$ cat config.mk
export PLATFORM = sky130hd
export DESIGN_NAME = bit_serializer_flat
export DESIGN_NICKNAME = d
export VERILOG_FILES = /design/src/rtl/bit_serializer_if.sv /design/src/rtl/bit_serializer.sv /design/src/flat_wrapper.sv
export SDC_FILE = /design/constraint.sdc
export NUM_CORES = 1
export LEC_CHECK = 0
export BUFFER_PORTS_ARGS = -buffer_cell sky130_fd_sc_hd__buf_2
export CAP_MARGIN = 20
export CORE_MARGIN = 5
export CORE_UTILIZATION = 55
export CTS_BUF_LIST = sky130_fd_sc_hd__clkbuf_8 sky130_fd_sc_hd__clkbuf_16
export DETAILED_ROUTE_END_ITERATION = 6
export PLACE_DENSITY = 0.89
export SYNTH_ARGS = -nofsm -noshare
export SYNTH_HDL_FRONTEND = slang
export SYNTH_SLANG_ARGS = --single-unit
$ cat constraint.sdc
create_clock -name clk -period 3.87 [get_ports clk]
set_input_delay 0.774 -clock clk [delete_from_list [all_inputs] [get_ports clk]]
set_output_delay 0.774 -clock clk [all_outputs]
set_load 0.02 [all_outputs]
$ cat src/rtl/bit_serializer_if.sv
// bit_serializer_if: word handshake in, serial bit stream out.
interface bit_serializer_if #(parameter int WIDTH = 8);
    logic [WIDTH-1:0] in_data;
    logic             in_valid;
    logic             in_ready;
    logic             x;
    logic             x_valid;
    logic             last;
    modport master (output in_data, in_valid, input in_ready, x, x_valid, last);
    modport slave  (input in_data, in_valid, output in_ready, x, x_valid, last);
endinterface

$ cat src/rtl/bit_serializer.sv
// bit_serializer: parallel-to-serial front end for the sequence detector, one bit per clock on x.
// Define SERIALIZER_PARITY_EN to append an even-parity bit to every frame.
module bit_serializer #(
    parameter int WIDTH     = 8,
    parameter bit MSB_FIRST = 1'b1,
    parameter int GAP       = 0
) (
    input  logic                clk,
    input  logic                reset,
    bit_serializer_if.slave     bus,
    output logic                busy,
    output logic [15:0]         word_count
);
    localparam int CW = $clog2(WIDTH);
    typedef enum logic [1:0] {IDLE, SHIFT, PAR, GAPS} state_t;
    state_t           state, nxt, after;
    logic [WIDTH-1:0] sr, sr_n, src;
    logic [CW-1:0]    cnt, cnt_n;
    logic [7:0]       gcnt, gcnt_n;
    logic             accept, fin, x_n, xv_n, last_n;
`ifdef SERIALIZER_PARITY_EN
    localparam bit PEN = 1'b1;
    logic par;
    always_ff @(posedge clk or posedge reset)
        if (reset) par <= 1'b0;
        else par <= accept ? ^bus.in_data : par;
`else
    localparam bit PEN = 1'b0;
`endif
    // With no gap, the final frame bit doubles as an accept slot so frames run back-to-back.
    assign bus.in_ready = !reset && (state == IDLE || (GAP == 0 && bus.last));
    assign busy = state != IDLE;
    always_comb begin
        accept = bus.in_valid && bus.in_ready;
        fin    = cnt == CW'(WIDTH - 1);
        src    = accept ? bus.in_data : sr;
        after  = (GAP > 0) ? GAPS : (accept ? SHIFT : IDLE);
        nxt    = IDLE;
        case (state)
            IDLE:  nxt = accept ? SHIFT : IDLE;
            SHIFT: nxt = !fin ? SHIFT : (PEN ? PAR : after);
`ifdef SERIALIZER_PARITY_EN
            PAR:   nxt = after;
`endif
            GAPS:  nxt = (gcnt == 8'(GAP - 1)) ? IDLE : GAPS;
            default: nxt = IDLE;
        endcase
        gcnt_n = (state == GAPS) ? gcnt + 8'd1 : 8'd0;
        cnt_n  = accept ? '0 : (state == SHIFT ? cnt + 1'b1 : cnt);
        sr_n   = sr;
        x_n    = 1'b0;
        xv_n   = 1'b0;
        last_n = 1'b0;
        if (nxt == SHIFT) begin
            x_n    = MSB_FIRST ? src[WIDTH-1] : src[0];
            sr_n   = MSB_FIRST ? src << 1 : src >> 1;
            xv_n   = 1'b1;
            last_n = !PEN && cnt_n == CW'(WIDTH - 1);
        end
`ifdef SERIALIZER_PARITY_EN
        if (nxt == PAR) {x_n, xv_n, last_n} = {par, 2'b11};
`endif
    end
    always_ff @(posedge clk or posedge reset) begin
        if (reset) begin
            state       <= IDLE;
            sr          <= '0;
            cnt         <= '0;
            gcnt        <= '0;
            bus.x       <= 1'b0;
            bus.x_valid <= 1'b0;
            bus.last    <= 1'b0;
            word_count  <= '0;
        end else begin
            state       <= nxt;
            sr          <= sr_n;
            cnt         <= cnt_n;
            gcnt        <= gcnt_n;
            bus.x       <= x_n;
            bus.x_valid <= xv_n;
            bus.last    <= last_n;
            word_count  <= bus.last ? word_count + 16'd1 : word_count;
        end
    end
endmodule

$ cat src/flat_wrapper.sv
// flat-port wrapper written by rule: the top's interface ports become plain ports
module bit_serializer_flat 
#(
    parameter int WIDTH     = 8,
    parameter bit MSB_FIRST = 1'b1,
    parameter int GAP       = 0
)
  (clk, reset, busy, word_count, bus_in_data, bus_in_valid, bus_in_ready, bus_x, bus_x_valid, bus_last);
  bit_serializer_if #(.WIDTH(WIDTH)) bus_i ();
  input  logic clk;
  input  logic reset;
  output logic busy;
  output logic [15:0] word_count;
  input wire logic [$bits(bus_i.in_data)-1:0] bus_in_data;
  input wire logic [$bits(bus_i.in_valid)-1:0] bus_in_valid;
  output wire logic [$bits(bus_i.in_ready)-1:0] bus_in_ready;
  output wire logic [$bits(bus_i.x)-1:0] bus_x;
  output wire logic [$bits(bus_i.x_valid)-1:0] bus_x_valid;
  output wire logic [$bits(bus_i.last)-1:0] bus_last;
  assign bus_i.in_data = bus_in_data;
  assign bus_i.in_valid = bus_in_valid;
  assign bus_in_ready = bus_i.in_ready;
  assign bus_x = bus_i.x;
  assign bus_x_valid = bus_i.x_valid;
  assign bus_last = bus_i.last;
  bit_serializer #(.WIDTH(WIDTH), .MSB_FIRST(MSB_FIRST), .GAP(GAP)) u_core (.clk(clk), .reset(reset), .bus(bus_i), .busy(busy), .word_count(word_count));
endmodule
== Word-level counts from Yosys, hierarchy flattened ==
Index checks and enable logic that the tools add are counted.

* Add/subtract/negate cells: 3
* Eq/ne operators: 6
* Muxes and demuxes: 11
* Reductions and logical operators: 6

{| class="wikitable"
|+ Operators by type and width
! cell !! count
|-
| 16-bit by 1-bit adder with 16-bit output, second input constant || 1
|-
| 8-bit two-way mux || 2
|-
| 8-bit by 1-bit adder with 8-bit output, second input constant || 1
|-
| 8-bit == test, second input constant || 1
|-
| 3-bit == test, second input constant || 2
|-
| 3-bit two-way mux || 2
|-
| 2-bit case mux with 3 select lines || 1
|-
| 2-bit by 1-bit == test with 1-bit output, second input constant || 2
|-
| 1-bit two-way mux || 4
|-
| 2-bit two-way mux || 2
|-
| 3-bit by 1-bit adder with 3-bit output, second input constant || 1
|-
| 2-bit == test, second input constant || 1
|-
| 1-bit logical AND || 2
|-
| 2-bit logical NOT || 1
|-
| 2-bit nonzero test || 1
|-
| 1-bit logical NOT || 1
|-
| 1-bit logical OR || 1
|}

* Bits in registers: 39
* Bits of input ports: 11
* Output and inout port bits: 21
* Word-level logic and storage cells: 34

== Logic depth before layout (Yosys ltp) ==
* Depth in word-level cells: 9
* Gate-level depth with buffers: 6
* Gate-level depth less buffers: 5

== Least setup slack after synthesis ==
No wires, ideal clock.

* Path kind: reg-to-output
* Start: reg u_core.state[1]
* End: out bus_in_ready
* Arrival: 1,303 ps
* Required time: 3,096 ps
* Slack: 1,793 ps
* Stages on the path, launching flop included: 4
* Buffers on the path: 0
* Path through: dfrtp_1 or2_2 and2b_2 nor2_1

* Word-level cells in the longest chain between the ends: 3

{| class="wikitable"
|+ Ends and longest elaborated chain
! element !! RTL line !! source
|-
| start, declared || bit_serializer.sv:16 || <nowiki>state_t state, nxt, after;</nowiki>
|-
| start signal, assigned || bit_serializer.sv:75 || <nowiki>state <= nxt;</nowiki>
|-
| 2-bit logical NOT || bit_serializer.sv:31 || <nowiki>assign bus.in_ready = !reset && (state == IDLE || (GAP == 0 && bus.last));</nowiki>
|-
| 1-bit logical OR || bit_serializer.sv:31 ||
|-
| 1-bit logical AND || bit_serializer.sv:31 ||
|-
| end, declared || flat_wrapper.sv:16 || <nowiki>output wire logic [$bits(bus_i.in_ready)-1:0] bus_in_ready;</nowiki>
|}

Every way passes these cells.

== Worst setup path after layout ==
Ends and elaborated chain as after synthesis.

==> results.py <==
metrics = {
    "status": {
        "status": "completed",
    },
    "global_route": {
        "gr-total-overflow": 0,
        "grt.total_usage": 0.1692,
        "antenna_found_initial": 0,
        "grt_max_degree": 40,
        "grt_pass1_wl_mm": 5.602,
        "grt_pass1_vias": 1267,
    },
    "synthesis": {
        "syn_area_um2": 1790,
        "syn_nets": 166,
        "synth-seq-cells": 39,
        "ys_warn_count": 0,
        "avgSynthCellArea_um2": 11.86,
        "synth_cells": 151,
        "synth.distinct_cells": 34,
        "ys_seq_area_frac": 0.5451,
    },
    "floorplan": {
        "die-area_um2": 4496,
        "fp.dieW_um": 67.06,
        "ios": 32,
        "start_util": 0.5817,
        "core_region_area_um2": 3078,
        "rows": 20,
        "fp.dieH_um": 67.06,
    },
    "setup_path": {
        "path_class": "flip-flop to primary output",
        "worstPathRequired_ns": 3.10,
        "crit_fanout": 6,
        "start_kind": "flip-flop",
        "path_cells": "or2_2 > and2b_2 > nor2_1 > buf_2",
        "end_kind": "primary output",
        "ff2ff_setup_slack_ns": 1.97,
        "cp.arrival_ns": 1.54,
        "cp_slowest_cell": "dfrtp_1",
        "max_stage_delay_ns": 0.46,
    },
    "timing": {
        "drv_slew": 0,
        "skew_ns": 0.005091,
        "fmax_ghz": 0.4328,
        "worst_pin_slew_ns": 0.5218,
        "post-route-period-util": 0.5970,
        "hold_slack_ns": 0.4727,
        "rsz0062_at_grt": "no",
        "min_period_ns": 2.310,
        "finalSetupViolCount": 0,
        "finalHoldViolCount": 0,
        "slew_headroom": 0.6521,
        "finalWorstSetupSlack_ns": 1.560,
        "setup-tns-final_ns": 0,
    },
    "routing": {
        "wl_per_cell_um": 14.43,
        "drcViolationCount": 0,
        "drt_pass1_iterations": 4,
        "ant_nets": 0,
        "via_per_inst": 5.364,
        "vias": 1239,
        "routed_wl_mm": 3.333,
        "drtIter0Drc": 24,
    },
    "cts": {
        "post_cts_resized": 0,
        "cts_hold_repair.buffers": 0,
        "cts.htree.levels": 2,
        "cts_made_buffers": 5,
        "clockBufferDepth": 2,
        "cts_tree": "built",
        "cts.sinks": 39,
        "path_clk_slew_ns": 0.07,
        "cts.repair_timing.setup_buffer_count": 0,
        "insertion_delay_ns": 0.29,
        "cts_root_buf": "clkbuf_8",
    },
    "flow_run": {
        "maxCapViolations": 0,
    },
    "pwr": {
        "power_density_nw_per_um2": 621.9,
        "leakage_uw": 0.001052,
        "ir_drop_mv": 0.3255,
    },
    "min_path": {
        "worstHoldPathType": "flip-flop to flip-flop",
    },
    "layout": {
        "syn2layout_area_growth_pct": 16.91,
        "fillers": 259,
        "layout-drive-gt1-share": 0.3316,
        "final_util": 0.6801,
        "layout.nets": 201,
        "n_antenna_cell": 0,
    },
    "placement": {
        "port_buffers": 31,
        "gp_congestion": 0.7252,
        "pre_cts_ws_ns": 1.614,
        "place_hpwl_mm": 2.482,
    },
}
-- stage by stage --
stage	area, um2	instances	power, uW
2_1_floorplan	1790	151	876.3
3_3_place_gp	1976	223	932.4
3_5_place_dp	1976	223	963.2
4_1_cts	2093	231	1318
5_1_grt	2093	231	1388
6_report	2093	231	1302
-- metal layers --
| layer | GRT usage | up-vias | routed length (um) |
|---|---|---|---|
| met5 | 0 | - | 0 |
| met1 | 0.1868 | 607 | 1303 |
| met4 | 0.06329 | 0 | 72 |
| li1 | - | 581 | - |
| met3 | 0.05396 | 7 | 212 |
| met2 | 0.2994 | 44 | 1744 |
-- flip-flops by register name, summed over array words and instances (netlist names) --
signal              cells
u_core.gcnt             8
u_core.bus.last         1
u_core.sr               7
u_core.state            2
u_core.cnt              3
u_core.bus.x            1
u_core.bus.x_valid      1
u_core.word_count      16
-- power by group --
part	switching (uW)	internal (uW)	total [uW]
Clock	137	208	345
Sequential	75.2	488	564
Combinational	207	186	393
Total	419	883	1300
-- path summary, 6_finish.rpt --
kind / startpoint / depth (start not counted) / end
max reg2reg: u_core.cnt[0]$_DFF_PP0_ / 5 / u_core.sr[5]$_DFFE_PP0N_
min: u_core.word_count[15]$_DFFE_PP0P_ / 1 / u_core.word_count[15]$_DFFE_PP0P_
max: u_core.state[1]$_DFF_PP0_ / 4 / bus_in_ready
max in group asynchronous: reset / 3 / u_core.bus.x_valid$_DFF_PP0_
min reg2reg: u_core.word_count[15]$_DFFE_PP0P_ / 1 / u_core.word_count[15]$_DFFE_PP0P_
min in group asynchronous: reset / 3 / u_core.sr[7]$_DFFE_PP0N_
-- Yosys cell counts, drive strengths merged --
master  instances  area [um2]
dfrtp          39       975.9
xnor2          14       122.6
nand2          13       56.30
nor2           13       48.80
mux2           12       135.1
nand3          10       50.05
xor2            7       68.82
ha              4       50.05
inv             4       15.01
nand4           4       25.02
and3            3       20.02
and4            3       33.78
buf             3       27.52
mux2i           3       30.03
a21oi           2       13.76
and2b           2       16.27
nand2b          2       12.51
nor3            2       10.01
o21ai           2       10.01
or2             2       12.51
a21boi          1       7.510
a31oi           1       6.260
and2            1       6.260
clkbuf          1       5.000
o21bai          1       18.77
o22ai           1       6.260
or3             1       6.260
-- layout make-up --
| type | instances | area, um2 | area share |
|---|---|---|---|
| Inverter | 4 | 15.01 | 0.007173 |
| Clock inverter | 2 | 35.03 | 0.01674 |
| Multi-Input combinational cell | 104 | 767.0 | 0.3664 |
| Sequential cell | 39 | 975.9 | 0.4662 |
| Timing Repair Buffer | 32 | 162.7 | 0.07770 |
| Clock buffer | 6 | 82.58 | 0.03945 |
| Tap cell | 44 | 55.05 | 0.02630 |
-- critical path, delay by kind of cell, from the launching register on --
kind	cells	cell delay [ns]
AND/OR/NAND/NOR	3	0.63
flip-flops	1	0.46
buffers and inverters	1	0.16
-- layout by cell type, fill, tap and decap left out, drive strengths merged --
master / instances
and2: 1
o22ai: 1
buf: 32
xor2: 7
nor3: 2
or3: 1
dfrtp: 39
nand2: 13
inv: 4
o21bai: 1
xnor2: 14
ha: 4
a21boi: 1
clkinv: 1
mux2i: 3
or2: 2
nand4: 4
nand2b: 2
a31oi: 1
and2b: 2
a21oi: 2
and3: 3
and4: 3
nor2: 13
bufinv: 1
o21ai: 2
nand3: 10
clkbuf: 6
mux2: 12
-- kinds of logic after synthesis --
kind of cell / share of synthesized area
simple gates: 0.1663
flops: 0.5451
xor+xnor: 0.1069
mux: 0.09224
compound gates: 0.03495
buf+inv: 0.02655
fa+ha+maj: 0.02795
No activity file was read; power rests on OpenSTA's default activity.
